`src/rtl/serial_write_buffer.sv`:
```
// Parallel-in, serial-out transmit buffer: latches a word on start and shifts it out one bit per write_sig.
// Optional macro SERIAL_WRITE_LSB_FIRST_EN selects LSB-first ordering (default MSB-first).
module serial_write_buffer #(
    parameter int   BUF_SIZE   = 8,
    parameter logic IDLE_LEVEL = 1'b0
) (
    input  logic                sys_clk,
    input  logic                rst,
    input  logic                start,
    input  logic                write_sig,
    input  logic [BUF_SIZE-1:0] data_in,
    output logic                data_out,
    output logic                busy,
    output logic                done
);

    localparam int CW = $clog2(BUF_SIZE + 1);
    localparam logic [CW-1:0] LAST_BIT = CW'(BUF_SIZE - 1);

    typedef enum logic {
        IDLE  = 1'b0,
        SHIFT = 1'b1
    } state_t;

    state_t              state, state_n;
    logic [BUF_SIZE-1:0] shift_reg, shift_reg_n;
    logic [CW-1:0]       cnt, cnt_n;
    logic                data_out_n, busy_n, done_n;

    // NOTE: every next-value gets a default first so no path leaves it unassigned (no latches).
    always_comb begin
        state_n     = state;
        shift_reg_n = shift_reg;
        cnt_n       = cnt;
        data_out_n  = data_out;
        busy_n      = busy;
        done_n      = 1'b0;

        unique case (state)
            IDLE: begin
                // write_sig is ignored here, so a coincident strobe cannot shorten the first bit.
                if (start) begin
                    state_n     = SHIFT;
                    shift_reg_n = data_in;
                    cnt_n       = '0;
                    busy_n      = 1'b1;
`ifdef SERIAL_WRITE_LSB_FIRST_EN
                    data_out_n  = data_in[0];
`else
                    data_out_n  = data_in[BUF_SIZE-1];
`endif
                end
            end
            SHIFT: begin
                if (write_sig) begin
                    if (cnt == LAST_BIT) begin
                        state_n    = IDLE;
                        busy_n     = 1'b0;
                        done_n     = 1'b1;
                        data_out_n = IDLE_LEVEL;
                    end else begin
                        cnt_n       = cnt + 1'b1;
`ifdef SERIAL_WRITE_LSB_FIRST_EN
                        shift_reg_n = {1'b0, shift_reg[BUF_SIZE-1:1]};
                        data_out_n  = shift_reg[1];
`else
                        shift_reg_n = {shift_reg[BUF_SIZE-2:0], 1'b0};
                        data_out_n  = shift_reg[BUF_SIZE-2];
`endif
                    end
                end
            end
            default: state_n = IDLE;
        endcase
    end

    // NOTE: sequential state uses non-blocking assignments so all registers update together at the edge.
    always_ff @(posedge sys_clk or posedge rst) begin
        if (rst) begin
            state     <= IDLE;
            shift_reg <= '0;
            cnt       <= '0;
            data_out  <= IDLE_LEVEL;
            busy      <= 1'b0;
            done      <= 1'b0;
        end else begin
            state     <= state_n;
            shift_reg <= shift_reg_n;
            cnt       <= cnt_n;
            data_out  <= data_out_n;
            busy      <= busy_n;
            done      <= done_n;
        end
    end

endmodule

```
`config.mk`:
```
export PLATFORM = sky130hd
export DESIGN_NAME = serial_write_buffer
export DESIGN_NICKNAME = d
export VERILOG_FILES = /design/src/rtl/serial_write_buffer.sv
export SDC_FILE = /design/constraint.sdc
export NUM_CORES = 1
export LEC_CHECK = 0
export CORE_ASPECT_RATIO = 1.25
export CORE_MARGIN = 1.5
export CORE_UTILIZATION = 36
export CTS_BUF_LIST = sky130_fd_sc_hd__clkbuf_4 sky130_fd_sc_hd__clkbuf_8
export DETAILED_ROUTE_END_ITERATION = 10
export HOLD_SLACK_MARGIN = 0.1
export PLACE_DENSITY = 0.62
export SYNTH_ARGS = -nofsm -noshare
export SYNTH_HDL_FRONTEND = slang
export SYNTH_SLANG_ARGS = --single-unit
```
`constraint.sdc`:
```
create_clock -name sys_clk -period 4.9 [get_ports sys_clk]
set_clock_uncertainty 0.05 [all_clocks]
set_input_delay 0.735 -clock sys_clk [delete_from_list [all_inputs] [get_ports sys_clk]]
set_output_delay 0.735 -clock sys_clk [all_outputs]
set_load 0.05 [all_outputs]
```
==> results.py, run 1 <==
metrics = {
    "worst_setup_path": {
        "start_kind": "flop",
        "crit_buf_inv": 1,
        "reg2reg_slack_ns": 3.00,
        "r2r_start": "state",
        "crit_family": "buffers and inverters",
        "cp.arrival_ns": 1.46,
        "slowest_delay_ns": 0.81,
        "endpoint_kind": "output port",
        "worst-path-stages": 1,
        "reg2regPathDepth": 3,
        "cp_max_fo": 3,
        "reg2reg_to": "shift_reg[1]",
        "cp_data_required_time_ns": 4.12,
        "crit_path_top_delay_cell": "clkdlybuf4s50_1",
        "path_cells": "clkdlybuf4s50_1",
        "critical_path_class": "reg2out",
    },
    "synthesis": {
        "ys_ff_latch": 15,
        "ys_top_cells_by_area": "dfrtp_1 50%, mux2_2 19%, nand3b_1 3.0%",
        "synth_area_leader_cell": "dfrtp_1",
        "synth_fp_nets": 75,
        "syn_area_sq_um": 751,
        "synth.top_cell.area_share_pct": 50.0,
        "post-synth-top-count-cell": "dfrtp_1",
        "syn_inst": 62,
        "avgSynthCellArea_sq_um": 12.1,
        "synth_flop_cell": "dfrtp_1",
        "yosysWarnings": 0,
        "synth_common_cells": "15 x dfrtp_1, 13 x mux2_2",
        "ys_async_sr_fraction_pct": 100,
        "synth-edff-count": 0,
        "synth_cell_types": 19,
        "ys_seq_area_share_pct": 50.0,
    },
    "floorplanning": {
        "num_io_pins": 15,
        "die_width_um": 43.8,
        "fp.coreArea_sq_um": 1980,
        "dieHeight_um": 54.1,
        "placementRows": 18,
        "start_util_pct": 37.9,
        "die-area_sq_um": 2370,
    },
    "clocking": {
        "cts_max_path_buffers": 2,
        "cts.sinks": 15,
        "cts_tree": "yes",
        "cts_setup_buffers": 0,
        "cts_root_buffer": "clkbuf_4",
        "cts_resized": 0,
        "clock_latency_ns": 0.28,
        "path_clk_slew_ns": 0.09,
        "cts.htree.levels": 1,
        "postCtsHoldBufs": 0,
        "numCtsBuffers": 3,
    },
    "layout": {
        "drive_gt1_share_pct": 24.4,
        "syn_to_final_growth_pct": 23.2,
        "largest_reg_flops": 7,
        "fin_nets": 92,
        "multi_input_area_sq_um": 342,
        "regArea_sq_um": 375,
        "final.fill_count": 201,
        "diodes": 0,
    },
    "global_routing": {
        "grt_pass1_wl_um": 2370,
        "met3_usage_pct": 4.03,
        "antenna_found_initial": 0,
        "grt_use_total_pct": 13.9,
        "grtUsageMet1_pct": 17.1,
        "first_global_vias": 539,
        "overflow": 0,
        "grt_max_degree": 17,
        "grtUsageMet2_pct": 21.8,
        "busiest_layer": "met2",
    },
    "placed_design": {
        "portBuffers": 14,
        "place_ws_ns": 2.55,
        "dpl.hpwl_um": 946,
        "routabilityCongestion": 0.703,
    },
    "pwr": {
        "p_leak_uw": 0.000424,
        "powerDensity_nw_per_um2": 538,
        "irDropWorstVdd_mv": 0.246,
    },
    "hold_path": {
        "hold-path-cell-count": 1,
        "hold_path_class": "reg2reg",
        "hp-start": "shift_reg[6]",
        "hold_end": "data_out",
    },
    "timing": {
        "drv_slew": 0,
        "min_period_ns": 2.25,
        "tns_ns": 0,
        "rsz0062_at_grt": "no",
        "slew-limit-headroom_pct": 59.7,
        "finalSetupViolCount": 0,
        "hold_viol_final": 0,
        "tightest_slew_ns": 0.604,
        "final.setup.worst_slack_ns": 2.65,
        "max_freq_mhz": 445,
        "min_period_over_period_pct": 45.9,
    },
    "routing": {
        "vias": 519,
        "wire_per_inst_um": 12.9,
        "finalWirelength_um": 1270,
        "dr.pass1.iters": 4,
        "vias_per_cell": 5.30,
        "drt_iter0_drc": 3,
        "drc": 0,
        "postRouteAntennaNets": 0,
    },
    "job": {
        "drv_cap": 0,
    },
    "run_status": {
        "status": "completed",
    },
}
==> routing by layer <==
layer	wire (um)	vias up
li1	-	254
met1	581	254
met2	634	9
met3	35	2
met4	14	0
met5	0	-
==> power breakdown <==
part / total, uW / leakage, uW / switching [uW] / internal [uW]
sequential: 216 / 0.000188 / 46.5 / 169
combinational: 212 / 0.000219 / 98.7 / 113
clock: 69.9 / 0.0000177 / 39.6 / 30.3
total: 497 / 0.000424 / 185 / 312
==> final cells by class <==
type                       instances  area share (%)
sequential                        15            40.6
multi-input combinational         41            36.9
timing repair buffer              14            15.2
tap                               20            2.71
clock buffer                       3            2.44
inverter                           4            1.62
clock inverter                     1           0.541
==> cells by family (layout without fill, tap and decap cells) <==
group           Yosys count  after routing  share of synthesized area [%]
compound gates            8              8                           8.67
mux                      15             15                           22.2
buf+inv                   6             22                           4.50
fa+ha+maj                 1              1                           1.67
simple gates             17             17                           13.0
flops                    15             15                           50.0
==> placed cells by master (no fill, tap or decap) <==
cell type,Yosys,routed
o2bb2ai_1,2,2
o22ai_4,1,1
nor2b_1,1,1
and3b_4,1,1
inv_1,4,4
mux2_2,13,13
clkbuf_4,0,3
a21o_1,1,1
dfrtp_1,15,15
clkinv_2,0,1
nor2_1,4,4
nand2_1,2,2
mux2i_1,2,2
nand4_1,1,1
o21ai_0,4,4
or4_1,1,1
clkdlybuf4s50_1,0,14
ha_1,1,1
nand3_1,4,4
nand3b_1,3,3
==> through the flow <==
step / instances / instance area (sq um) / utilization, % / hold WS (ns) / power, uW
6_report: 98 / 925 / 46.7 / 0.449 / 497
5_1_grt: 98 / 925 / 46.7 / 0.476 / 537
3_5_place_dp: 94 / 897 / 45.3 / 0.428 / 431
3_3_place_gp: 94 / 897 / 45.3 / 0.426 / 430
4_1_cts: 98 / 925 / 46.7 / 0.455 / 503
2_1_floorplan: 62 / 751 / - / 0.395 / 381
==> worst max-delay path by stage <==
stage	start	slack, ns	end
finish	data_out	2.65	data_out
global route	data_out	2.58	data_out
CTS	data_out	2.64	data_out
detailed placement	write_sig	2.55	shift_reg[3]
global placement	write_sig	2.59	shift_reg[1]
floorplan	write_sig	3.29	shift_reg[0]
Note: power is estimated with default switching activity, not from simulation.
==> inputs of run 2 (changes only) <==
clock period = 2.1 ns   (was 4.9 ns; I/O delays follow)
==> run 2 against run 1 <==
  * Hold slack worse by 0.12 ns
  * Critical endpoint unchanged
  * Register-to-register slack got worse by 2.7 ns
  * Sequential share of layout area down 0.33 points
==> results.py, run 2 (synthesis results as in run 1) <==
metrics = {
    "run_status": {
        "status": "completed",
    },
    "timing": {
        "tns_ns": 0,
        "slew-limit-headroom_pct": 62.9,
        "min_period_ns": 1.82,
        "tightest_slew_ns": 0.556,
        "rsz0062_at_grt": "no",
        "min_period_over_period_pct": 86.8,
        "fin_hold_ws_ns": 0.332,
        "final.setup.worst_slack_ns": 0.278,
        "max_freq_mhz": 549,
        "hold_viol_final": 0,
        "drv_slew": 0,
        "finalSetupViolCount": 0,
    },
    "worst_setup_path": {
        "slowest_delay_ns": 0.81,
        "cp_max_fo": 3,
        "worst-path-stages": 1,
        "cp.arrival_ns": 1.46,
        "start_kind": "flop",
        "reg2regPathDepth": 4,
        "crit_path_top_delay_cell": "clkdlybuf4s50_1",
        "critical_path_class": "reg2out",
        "crit_buf_inv": 1,
        "endpoint_kind": "output port",
        "path_cells": "clkdlybuf4s50_1",
        "crit_family": "buffers and inverters",
        "cp_data_required_time_ns": 1.74,
    },
    "clocking": {
        "path_clk_slew_ns": 0.09,
        "cts_tree": "yes",
        "cts_setup_buffers": 0,
        "clock_latency_ns": 0.27,
        "cts.htree.levels": 1,
        "cts.sinks": 15,
        "cts_max_path_buffers": 2,
        "cts_resized": 0,
        "numCtsBuffers": 3,
        "postCtsHoldBufs": 0,
        "cts_root_buffer": "clkbuf_4",
    },
    "layout": {
        "drive_gt1_share_pct": 25.3,
        "fin_nets": 93,
        "instances_no_fill": 99,
        "largest_reg_flops": 7,
        "final_cell_mix": "15 x dfrtp_1, 14 x clkdlybuf4s50_1, 13 x mux2_2",
        "diodes": 0,
        "final_common_cell": "dfrtp_1",
        "final.fill_count": 204,
        "syn_to_final_growth_pct": 24.2,
    },
    "floorplanning": {
        "dieHeight_um": 54.1,
        "placementRows": 18,
        "die-area_sq_um": 2370,
        "die_width_um": 43.8,
        "fp.coreArea_sq_um": 1980,
        "start_util_pct": 37.9,
        "num_io_pins": 15,
    },
    "routing": {
        "vias": 526,
        "drt_iter0_drc": 4,
        "finalWirelength_um": 1260,
        "drc": 0,
        "postRouteAntennaNets": 0,
        "dr.pass1.iters": 4,
        "vias_per_cell": 5.31,
        "wire_per_inst_um": 12.7,
    },
    "global_routing": {
        "first_global_vias": 539,
        "grt_use_total_pct": 13.5,
        "grt_max_degree": 16,
        "antenna_found_initial": 0,
        "overflow": 0,
        "grt_pass1_wl_um": 2300,
    },
    "placed_design": {
        "place_ws_ns": 0.182,
        "portBuffers": 14,
        "dpl.hpwl_um": 973,
        "dp_cells": 95,
        "routabilityCongestion": 0.757,
    },
    "pwr": {
        "p_leak_uw": 0.000429,
        "irDropWorstVdd_mv": 0.667,
        "powerDensity_nw_per_um2": 1240,
    },
    "hold_path": {
        "hold_path_class": "in2async",
    },
    "job": {
        "drv_cap": 0,
    },
}
==> run 2: cell count changes in the layout (fill, tap and decap cells not counted), sizes merged <==
cell | previous run | this run
buf | 0 | 1
==> run 2: layout make-up <==
| class | instances | area [sq um] | area share (%) |
|---|---|---|---|
| clock buffer | 3 | 22.5 | 2.42 |
| clock inverter | 1 | 5.00 | 0.537 |
| inverter | 4 | 15.0 | 1.61 |
| multi-input combinational | 41 | 342 | 36.6 |
| sequential | 15 | 375 | 40.3 |
| tap | 20 | 25.0 | 2.68 |
| timing repair buffer | 15 | 148 | 15.8 |
==> run 2: metrics by stage <==
step	power [uW]	utilization, %	cell area (sq um)
global placement	1010	45.6	905
global route	1250	47.0	932
floorplan	888	-	751
CTS	1180	47.0	932
finish	1160	47.0	932
detailed placement	1020	45.6	905
==> run 2: final timing paths <==
path	from	end	slack (ns)
max	data_out	data_out	0.28
min reg2reg	shift_reg[6]	data_out	0.44
max reg2reg	cnt[0]	shift_reg[3]	0.34
min	rst	shift_reg[3]	0.33
max in group asynchronous	rst	cnt[2]	1.30
min in group sys_clk	shift_reg[6]	data_out	0.44
==> run 2: report_power, final <==
group	switching, uW	internal, uW	total [uW]
sequential	97.2	395	493
clock	86.4	70.5	157
combinational	237	271	508
==> run 2: metal layers <==
metal	track usage, %	part of all wire, %	vias to the layer above
met5	0	0	-
met4	9.09	1.7	0
li1	-	-	256
met3	3.02	3.1	2
met2	21.6	52	9
met1	16.1	44	259
==> inputs of run 3 (changes only) <==
ABC_AREA = 1   (was unset)
==> run 3 against run 2 <==
  * Sequential share of layout area grew 0.16 points
  * Worst setup slack gained 0.0071 ns
  * Clock-buffer cell count is the same
  * Power shrank 8.1%
  * Die area grew 2.8%
  * Synthesized cell count grew 55%
  * Sequential cell count is the same
  * Synthesized area grew 3.0%
  * Hold slack lost 0.014 ns
  * Combinational power shrank 16%
  * Largest power group is now registers
  * Highest routed layer unchanged
==> results.py, run 3 <==
metrics = {
    "synthesis": {
        "synth-edff-count": 0,
        "synth_area_leader_cell": "dfrtp_1",
        "synth_fp_nets": 109,
        "synth_compound_area_share_pct": 3.72,
        "avgSynthCellArea_sq_um": 8.05,
        "synth_common_cells": "47 x nand2_1, 15 x dfrtp_1, 8 x nor2_1",
        "syn_area_sq_um": 773,
        "synth-simple-area-share_pct": 37.1,
        "synth_mux_area_share_pct": 0,
        "ys_seq_area_share_pct": 48.5,
        "post-synth-top-count-cell": "nand2_1",
        "synth_cell_types": 17,
        "synth.top_cell.area_share_pct": 48.5,
        "yosysWarnings": 0,
        "ys_async_sr_fraction_pct": 100,
        "ys_top_cells_by_area": "dfrtp_1 49%, nand2_1 23%, nand3_2 3.9%",
        "synth_top_family_by_area": "simple AND/OR/NAND/NOR gates",
        "synth_xor_area_share_pct": 1.13,
        "synth_flop_cell": "dfrtp_1",
        "synthAdderAreaFrac_pct": 1.62,
        "syn_inst": 96,
        "ys_ff_latch": 15,
    },
    "global_routing": {
        "overflow": 0,
        "grt_pass1_wl_um": 2420,
        "antenna_found_initial": 0,
        "grt_max_degree": 16,
        "first_global_vias": 550,
        "grt_use_total_pct": 14.4,
    },
    "routing": {
        "postRouteAntennaNets": 0,
        "vias": 617,
        "vias_per_cell": 4.71,
        "drt_iter0_drc": 8,
        "drc": 0,
        "finalWirelength_um": 1360,
        "wire_per_inst_um": 10.4,
        "dr.pass1.iters": 4,
    },
    "worst_setup_path": {
        "reg2reg_to": "shift_reg[6]",
        "crit_family": "buffers and inverters",
        "r2r_start": "state",
        "crit_buf_inv": 1,
        "crit_path_top_delay_cell": "clkdlybuf4s50_1",
        "critical_path_class": "reg2out",
        "path_cells": "clkdlybuf4s50_1",
        "cp.arrival_ns": 1.45,
        "start_kind": "flop",
        "reg2reg_slack_ns": 0.65,
        "cp_max_fo": 2,
        "slowest_delay_ns": 0.80,
        "endpoint_kind": "output port",
        "reg2regPathDepth": 6,
        "cp_data_required_time_ns": 1.74,
    },
    "timing": {
        "slew-limit-headroom_pct": 62.5,
        "tns_ns": 0,
        "max_freq_mhz": 551,
        "tightest_slew_ns": 0.562,
        "rsz0062_at_grt": "no",
        "hold_viol_final": 0,
        "final.setup.worst_slack_ns": 0.285,
        "drv_slew": 0,
        "min_period_over_period_pct": 86.4,
        "finalSetupViolCount": 0,
        "min_period_ns": 1.81,
    },
    "clocking": {
        "cts.sinks": 15,
        "cts_tree": "yes",
        "cts.htree.levels": 1,
        "cts_resized": 0,
        "cts_max_path_buffers": 2,
        "clock_latency_ns": 0.29,
        "postCtsHoldBufs": 0,
        "path_clk_slew_ns": 0.10,
        "numCtsBuffers": 3,
        "cts_setup_buffers": 0,
        "cts_root_buffer": "clkbuf_4",
    },
    "floorplanning": {
        "die_width_um": 44.5,
        "start_util_pct": 38.6,
        "die-area_sq_um": 2440,
        "placementRows": 18,
        "num_io_pins": 15,
        "dieHeight_um": 54.8,
        "fp.coreArea_sq_um": 2000,
    },
    "layout": {
        "final_cell_mix": "47 x nand2_1, 15 x dfrtp_1, 14 x clkdlybuf4s50_1",
        "syn_to_final_growth_pct": 20.1,
        "final.fill_count": 196,
        "drive_gt1_share_pct": 13.5,
        "diodes": 0,
        "fin_nets": 125,
        "final_common_cell": "nand2_1",
        "largest_reg_flops": 7,
    },
    "pwr": {
        "sequentialPowerShare_pct": 44.2,
        "clockPowerShare_pct": 15.6,
        "p_leak_uw": 0.000481,
        "powerDensity_nw_per_um2": 1150,
        "p_sw_uw": 435,
        "cellInternalPower_uw": 630,
        "p_sw_share_pct": 40.9,
        "power_frac_comb_pct": 40.2,
        "irDropWorstVdd_mv": 0.556,
    },
    "placed_design": {
        "routabilityCongestion": 0.780,
        "place_ws_ns": 0.520,
        "dpl.hpwl_um": 1010,
        "portBuffers": 14,
    },
    "run_status": {
        "status": "completed",
    },
    "job": {
        "drv_cap": 0,
    },
    "hold_path": {
        "hold_path_class": "in2async",
    },
}
-- run 3: cell count changes after synthesis, sizes merged, moves of 2 or more --
cell     previous run  this run
nand2               2        51
mux2               13         0
nor2                4         8
nand3b              3         0
mux2i               2         0
nand3               4         6
o2bb2ai             2         0
-- run 3: final cells by class --
type                            count  area (sq um)  area share, %
Timing Repair Buffer               14           140           15.1
Sequential cell                    15           375           40.4
Inverter                            6          23.8           2.56
Tap cell                           20          25.0           2.70
Clock inverter                      1          5.00          0.539
Clock buffer                        3          22.5           2.43
Multi-Input combinational cell     72           337           36.3
-- run 3: logic make-up (layout without fill, tap and decap cells) --
logic type | after synthesis | count (layout)
XOR/XNOR | 1 | 1
buffers and inverters | 9 | 24
AND/OR/NAND/NOR | 65 | 65
flip-flops | 15 | 15
adder cells (fa/ha/maj) | 1 | 1
AO/OA/AOI/OAI | 5 | 5
-- run 3: worst max-delay path by stage --
| stage | cells past startpoint | end | from |
|---|---|---|---|
| after CTS | 1 | busy | busy |
| after detailed placement | 8 | shift_reg[2] | write_sig |
| final | 1 | busy | busy |
| after global placement | 8 | shift_reg[5] | write_sig |
| after floorplan | 7 | cnt[2] | cnt[0] |
| after global routing | 1 | busy | busy |
-- run 3: per-stage QoR --
step / cell area [sq um] / hold slack [ns] / power (uW) / util (%) / instances
finish: 928 / 0.317 / 1060 / 46.3 / 131
global placement: 901 / 0.409 / 898 / 44.9 / 127
CTS: 928 / 0.346 / 1070 / 46.3 / 131
detailed placement: 901 / 0.412 / 907 / 44.9 / 127
floorplan: 773 / 0.166 / 817 / - / 96
global route: 928 / 0.375 / 1150 / 46.3 / 131
-- run 3: power by group through the flow --
stage	combinational, uW	clock, uW	sequential (uW)
floorplan	296	0	520
global placement	426	0	472
detailed placement	435	0	472
CTS	434	172	468
global route	486	187	482
finish	428	166	470
-- run 3: metal layers --
metal,vias to the layer above,GRT usage (%),routed length [um]
li1,324,-,-
met1,281,18.5,651
met2,8,20.3,640
met3,4,4.95,38
met4,0,9.09,26
met5,-,0,0
